### src/rtl/pipe_pkg.sv
// pipe_pkg: shared types for the decode->execute pipeline register.
//   pipe_state_t : occupancy state of the stage (EMPTY, FULL, SKID)
//   de_payload_t : one instruction's control bundle plus operands, default widths
//   CTRL_*       : bit offsets execute uses to unpack the control bundle
package pipe_pkg;

  localparam int unsigned PIPE_DATA_WIDTH     = 32;
  localparam int unsigned PIPE_CTRL_WIDTH     = 16;
  localparam int unsigned PIPE_REG_ADDR_WIDTH = 5;

  typedef enum logic [1:0] {
    EMPTY = 2'd0,
    FULL  = 2'd1,
    SKID  = 2'd2
  } pipe_state_t;

  typedef struct packed {
    logic [PIPE_CTRL_WIDTH-1:0]     ctrl;
    logic [PIPE_DATA_WIDTH-1:0]     pc;
    logic [PIPE_DATA_WIDTH-1:0]     rd1;
    logic [PIPE_DATA_WIDTH-1:0]     rd2;
    logic [PIPE_DATA_WIDTH-1:0]     imm;
    logic [PIPE_REG_ADDR_WIDTH-1:0] rd;
  } de_payload_t;

  // Control bundle layout (LSB first).
  localparam int unsigned CTRL_REGWRITE_BIT  = 0;
  localparam int unsigned CTRL_RESULTSRC_LSB = 1;  // 2 bits
  localparam int unsigned CTRL_MEMWRITE_BIT  = 3;
  localparam int unsigned CTRL_BRANCH_BIT    = 4;
  localparam int unsigned CTRL_BRANCHSRC_BIT = 5;
  localparam int unsigned CTRL_ALUSRC_BIT    = 6;
  localparam int unsigned CTRL_ALUCTRL_LSB   = 7;  // 4 bits
  localparam int unsigned CTRL_JUMP_BIT      = 11;
  localparam int unsigned CTRL_JALR_BIT      = 12;

endpackage

### src/rtl/pipe_skid_slot.sv
// pipe_skid_slot: one enable-loaded payload register, cleared by async reset.
//   clk, rst : clock, asynchronous active-high reset
//   i_load   : capture i_d on the next rising edge
//   i_d      : flattened payload in
//   o_q      : stored payload
module pipe_skid_slot #(
  parameter int unsigned WIDTH = 32
) (
  input  logic             clk,
  input  logic             rst,
  input  logic             i_load,
  input  logic [WIDTH-1:0] i_d,
  output logic [WIDTH-1:0] o_q
);

  logic [WIDTH-1:0] r_q;

  always_ff @(posedge clk or posedge rst) begin
    if (rst) begin
      r_q <= '0;
    end else if (i_load) begin
      r_q <= i_d;
    end
  end

  assign o_q = r_q;

endmodule

### src/rtl/decode_exec_pipe.sv
// decode_exec_pipe: valid/ready pipeline register between decode and execute.
// Optional feature macro: DECODE_EXEC_PIPE_SKID_EN adds a skid slot so readyD_o is
// registered; without it readyD_o = readyE_i || !validE_o (combinational).
//   clk, rst                     : clock, asynchronous active-high reset
//   flush_i                      : squash held and offered instructions
//   validD_i / readyD_o          : decode-side handshake
//   ctrlD_i, PCD_i, RD1D_i,
//   RD2D_i, ImmExtD_i, rdD_i     : decode-side payload
//   validE_o / readyE_i          : execute-side handshake
//   ctrlE_o (zero when invalid),
//   PCE_o, RD1E_o, RD2E_o,
//   ImmExtE_o, rdE_o             : execute-side payload
module decode_exec_pipe
  import pipe_pkg::*;
#(
  parameter int unsigned DATA_WIDTH     = 32,
  parameter int unsigned CTRL_WIDTH     = 16,
  parameter int unsigned REG_ADDR_WIDTH = 5
) (
  input  logic                      clk,
  input  logic                      rst,
  input  logic                      flush_i,
  input  logic                      validD_i,
  output logic                      readyD_o,
  input  logic [CTRL_WIDTH-1:0]     ctrlD_i,
  input  logic [DATA_WIDTH-1:0]     PCD_i,
  input  logic [DATA_WIDTH-1:0]     RD1D_i,
  input  logic [DATA_WIDTH-1:0]     RD2D_i,
  input  logic [DATA_WIDTH-1:0]     ImmExtD_i,
  input  logic [REG_ADDR_WIDTH-1:0] rdD_i,
  output logic                      validE_o,
  input  logic                      readyE_i,
  output logic [CTRL_WIDTH-1:0]     ctrlE_o,
  output logic [DATA_WIDTH-1:0]     PCE_o,
  output logic [DATA_WIDTH-1:0]     RD1E_o,
  output logic [DATA_WIDTH-1:0]     RD2E_o,
  output logic [DATA_WIDTH-1:0]     ImmExtE_o,
  output logic [REG_ADDR_WIDTH-1:0] rdE_o
);

  localparam int unsigned PayloadW = CTRL_WIDTH + 4 * DATA_WIDTH + REG_ADDR_WIDTH;

  pipe_state_t         r_state;
  pipe_state_t         w_state_d;
  logic                w_main_load;
  logic [PayloadW-1:0] w_in_payload;
  logic [PayloadW-1:0] w_main_d;
  logic [PayloadW-1:0] w_main_q;
  logic [CTRL_WIDTH-1:0] w_ctrl_q;

  assign w_in_payload = {ctrlD_i, PCD_i, RD1D_i, RD2D_i, ImmExtD_i, rdD_i};
  assign validE_o     = (r_state != EMPTY);

`ifdef DECODE_EXEC_PIPE_SKID_EN
  logic                w_skid_load;
  logic [PayloadW-1:0] w_skid_q;

  assign readyD_o = (r_state != SKID);

  always_comb begin
    w_state_d   = r_state;
    w_main_load = 1'b0;
    w_skid_load = 1'b0;
    w_main_d    = w_in_payload;
    if (flush_i) begin
      // Offered instruction is swallowed; an out-transfer this cycle still completes.
      w_state_d = EMPTY;
    end else begin
      case (r_state)
        EMPTY: begin
          if (validD_i) begin
            w_main_load = 1'b1;
            w_state_d   = FULL;
          end
        end
        FULL: begin
          if (readyE_i) begin
            if (validD_i) begin
              w_main_load = 1'b1;
            end else begin
              w_state_d = EMPTY;
            end
          end else if (validD_i) begin
            w_skid_load = 1'b1;
            w_state_d   = SKID;
          end
        end
        SKID: begin
          if (readyE_i) begin
            w_main_d    = w_skid_q;
            w_main_load = 1'b1;
            w_state_d   = FULL;
          end
        end
        default: w_state_d = EMPTY;
      endcase
    end
  end

  pipe_skid_slot #(
    .WIDTH (PayloadW)
  ) u_skid (
    .clk    (clk),
    .rst    (rst),
    .i_load (w_skid_load),
    .i_d    (w_in_payload),
    .o_q    (w_skid_q)
  );
`else
  assign readyD_o = readyE_i || !validE_o;

  always_comb begin
    w_state_d   = r_state;
    w_main_load = 1'b0;
    w_main_d    = w_in_payload;
    if (flush_i) begin
      w_state_d = EMPTY;
    end else begin
      case (r_state)
        EMPTY: begin
          if (validD_i) begin
            w_main_load = 1'b1;
            w_state_d   = FULL;
          end
        end
        FULL: begin
          if (readyE_i) begin
            if (validD_i) begin
              w_main_load = 1'b1;
            end else begin
              w_state_d = EMPTY;
            end
          end
        end
        default: w_state_d = EMPTY;
      endcase
    end
  end
`endif

  always_ff @(posedge clk or posedge rst) begin
    if (rst) begin
      r_state <= EMPTY;
    end else begin
      r_state <= w_state_d;
    end
  end

  pipe_skid_slot #(
    .WIDTH (PayloadW)
  ) u_main (
    .clk    (clk),
    .rst    (rst),
    .i_load (w_main_load),
    .i_d    (w_main_d),
    .o_q    (w_main_q)
  );

  assign {w_ctrl_q, PCE_o, RD1E_o, RD2E_o, ImmExtE_o, rdE_o} = w_main_q;

  // Bubbles must never carry memWrite/branch/regWrite into execute.
  assign ctrlE_o = validE_o ? w_ctrl_q : '0;

endmodule

### config.mk
export PLATFORM = sky130hd
export DESIGN_NAME = decode_exec_pipe
export DESIGN_NICKNAME = d
export VERILOG_FILES = /design/src/rtl/pipe_pkg.sv /design/src/rtl/pipe_skid_slot.sv /design/src/rtl/decode_exec_pipe.sv
export SDC_FILE = /design/constraint.sdc
export NUM_CORES = 1
export LEC_CHECK = 0
export ABC_AREA = 1
export CAP_MARGIN = 20
export CORE_AREA = 2 2 132 134
export CTS_CLUSTER_DIAMETER = 100
export DETAILED_ROUTE_END_ITERATION = 8
export DIE_AREA = 0 0 134 136
export PLACE_DENSITY_LB_ADDON = 0.05
export RECOVER_POWER = 50
export SLEW_MARGIN = 0
export SYNTH_ARGS = -nofsm -noshare
export SYNTH_HDL_FRONTEND = slang
export SYNTH_SLANG_ARGS = --single-unit
### constraint.sdc
create_clock -name clk -period 6.2 [get_ports clk]
set_input_delay 0.93 -clock clk [delete_from_list [all_inputs] [get_ports clk]]
set_output_delay 0.93 -clock clk [all_outputs]
set_load 0.005 [all_outputs]
==> results.txt <==
- Final Instance Count excl. Fillers: 1,203
* Register bit total from synthesis: 150
- Synthesis produced a netlist whose cell count is 819.
- Core area: 0.01688 mm2
- Total routing resource utilization after global routing: 20.65%
- Sequential cells were found to cover 52.71% of the synthesized design area.
- Combinational cells account for 19.8% of the total power.
- Number of cells traversed by the worst register-to-register path: 6
* Number of violations of the max-capacitance limit: 1
* Vias in the first global route: 5,505
* Max clock buf depth: 2
* Layout fillers: 1,526
- Hold/Removal Path Class: reg -> reg
- The number of hold-slack violations in the final timing report is 0.
- Final period utilization: 76.15%
* Area growth from synthesis to final layout: 37.46%
* Final Routed Wirelength: 18,550 um
- TritonCTS built the clock tree.
- TritonRoute pass-1 iters: 4
* Power density of the placed cells: 288.8 mW/mm2
* Clock transition at the register clock pins on the worst setup and hold paths after CTS: 0.06 ns
- Initial core utilization: 42.20%
- DRC marker count from the first detailed-route iteration: 389
- WS Path Type: in -> out
- The tree built by TritonCTS fans out to 150 sinks.
- Cells with a size suffix above 1 make up 3.889% of the layout.
- Along the worst hold path, the cell count comes to 2.
- Subtracting the final worst setup slack from the clock period gives 4.722 ns.
- Mapped Nets: 973
- Buffers added to address setup during post-CTS repair amount to 0.
- For this design the static power due to leakage is 0.004959 uW.
- The later pin in the worst-skew pair is clocked with a latency of 0.42 ns.
* Outcome: complete, but fails checks
- The first global-routing pass estimated 29,140 um of wire.
- Once placement completed, the tool counted placed cells totaling 1,170.
- For this run the aggregate overflow at the end of global routing stands at 0.
- Sequential cells account for 42.2% of the total power.
- X dimension of the die: 134 um
* Post-DP HPWL: 12,060 um
* Count of pins over their slew limit: 60
- Cell area after synthesis: 0.007122 mm2
- Power share of the clock group: 38.0%
- Largest net degree at the start of global routing: 101
- For the worst setup path, the data required time is 5.27 ns.
* Fmax: 211.8 MHz
- Number of standard-cell rows in the floorplan: 48
* Routability cong.: 0.7473
- Worst-path fanout max: 59
- STA classifies the critical path endpoint as an output pin.
- Headroom to the max-slew limit: -45.80%
* Cell internal power dissipation: 2116 uW
- Setup tns final: 0 ns
* Drt drc: 0
- After detailed routing, the average wire length per cell comes to 15.42 um.
- During placement, the flow inserted port buffers numbering 304.
* Startpoint class of the critical path: primary input
* Switching power summed over all nets: 710.8 uW
* RSZ-0062 raised after global routing: no
- H-tree Lvls: 4
- Final worst clock skew: 0.006761 ns
- The detail route stage leaves a number of antenna-violating nets equal to 0.
- In the routed layout, each cell is associated on average with a via count of 4.627.
- Worst voltage drop across the vdd grid: 0.1799 mV
* Worst slew pin tran: 2.182 ns
- Data arrival time of the worst path: 3.79 ns
- Net switching is 25.14% of the power.
- Post-synthesis cell type count: 11
* PostCTS Resize Cnt: 0
- Number of warning messages in the yosys log: 0
- The initial antenna violation count came to 1.
* I/O pins: 305
- Total CTS buffers: 17
- Nets: 1,119
- Violated checks: capacitance limit, slew limit
* Clock root buffer: sky130_fd_sc_hd__clkbuf_16
* Vertical die dimension: 136 um
* Routed via count: 5,566
- Setup violations remaining at the end of the flow were counted as 0.
- Averaged over all synthesized cells, the footprint is 8.696 um2.
- Buffers inserted to repair hold after CTS numbered 0.
- The die covers 0.01822 mm2.
worst paths after layout:
check	slack [ns]	from	end
worst max-delay path	1.48	readyE_i	readyD_o
worst min-delay path	0.46	u_main.o_q[66]	u_main.o_q[66]
worst max register to register	1.81	r_state[0]	u_main.o_q[15]
worst min register to register	0.46	u_main.o_q[66]	u_main.o_q[66]
max in group asynchronous	3.73	rst	u_main.o_q[138]
min in group asynchronous	1.20	rst	u_main.o_q[97]
per-layer routing:
metal	vias up	wire [um]	track usage (%)
met5	-	0	0
met1	2595	7964	25.55
met4	0	399	8.570
met2	207	8574	32.93
met3	26	1608	7.383
li1	2738	-	-
metrics by stage:
| stage | hold slack [ns] | setup WS [ns] | total power, uW | util (%) | cell area [um2] |
|---|---|---|---|---|---|
| 2_1_floorplan | 0.4417 | 1.234 | 1578 | - | 7122 |
| 3_3_place_gp | 0.4526 | 2.423 | 1822 | 54.25 | 9155 |
| 3_5_place_dp | 0.4576 | 2.398 | 1827 | 54.25 | 9155 |
| 4_1_cts | 0.4722 | 2.640 | 2918 | 57.87 | 9767 |
| 5_1_grt | 0.4763 | 1.319 | 2969 | 58.01 | 9789 |
| 6_report | 0.4615 | 1.479 | 2827 | 58.01 | 9789 |
kinds of logic (layout without fill, tap and decap cells):
logic type / Yosys count / in the layout / share of synthesized area (%)
AOI/OAI and AO/OA: 1 / 1 / 0.07021
buffers and inverters: 202 / 360 / 19.73
DFF: 150 / 150 / 52.71
other: 0 / 1 / 0
and+or+nand+nor: 466 / 466 / 27.49
registers in the layout (all words and copies together), names as in the netlist:
name / flops
r_state: 1
u_main.o_q: 149
critical path, stage by stage:
cell and delay [ns]:
sky130_fd_sc_hd__clkdlybuf4s50_1 0.47, sky130_fd_sc_hd__inv_1 0.04, sky130_fd_sc_hd__nand2_1 1.54, sky130_fd_sc_hd__clkdlybuf4s50_1 0.80
cell usage in the layout, fill, tap and decap left out, drive strengths merged:
cell type      instances
clkbuf                19
clkinv                 4
buf                    6
bufinv                 4
a21oi                  1
nand3                149
dlygate4sd3          133
clkdlybuf4s50        171
nor2                   1
nand2                316
diode                  1
dfrtp                150
inv                   20
clkinvlp               3
power by group through the flow:
stage / Clock, uW / Sequential, uW / Combinational, uW
floorplan: 0 / 1190 / 384
global placement: 0 / 1210 / 609
detailed placement: 0 / 1210 / 614
CTS: 1100 / 1200 / 615
global route: 1140 / 1210 / 619
finish: 1080 / 1190 / 559
synth_stat cells:
master                     instances  area share [%]
sky130_fd_sc_hd__nor2_4            1            0.16
sky130_fd_sc_hd__inv_1            19             1.0
sky130_fd_sc_hd__buf_6            12             1.9
sky130_fd_sc_hd__buf_4           138              15
sky130_fd_sc_hd__dfrtp_1         150              53
sky130_fd_sc_hd__buf_2            31             2.2
sky130_fd_sc_hd__a21oi_1           1           0.070
sky130_fd_sc_hd__nand2_1         314              17
sky130_fd_sc_hd__clkbuf_1          2            0.11
sky130_fd_sc_hd__nand3_1         149              10
sky130_fd_sc_hd__nand2_4           2            0.32
layout make-up:
class	instances	area, um2	area share [%]
flip-flops and latches	150	3754	38.34
diodes	1	2.502	0.02556
inverters	19	76.32	0.7797
well taps	225	281.5	2.876
repair buffers	310	3108	31.75
clock inverters	12	178.9	1.828
clock buffers	19	432.9	4.422
multi-input cells	467	1956	19.98
(Power assumes the default switching activity.)
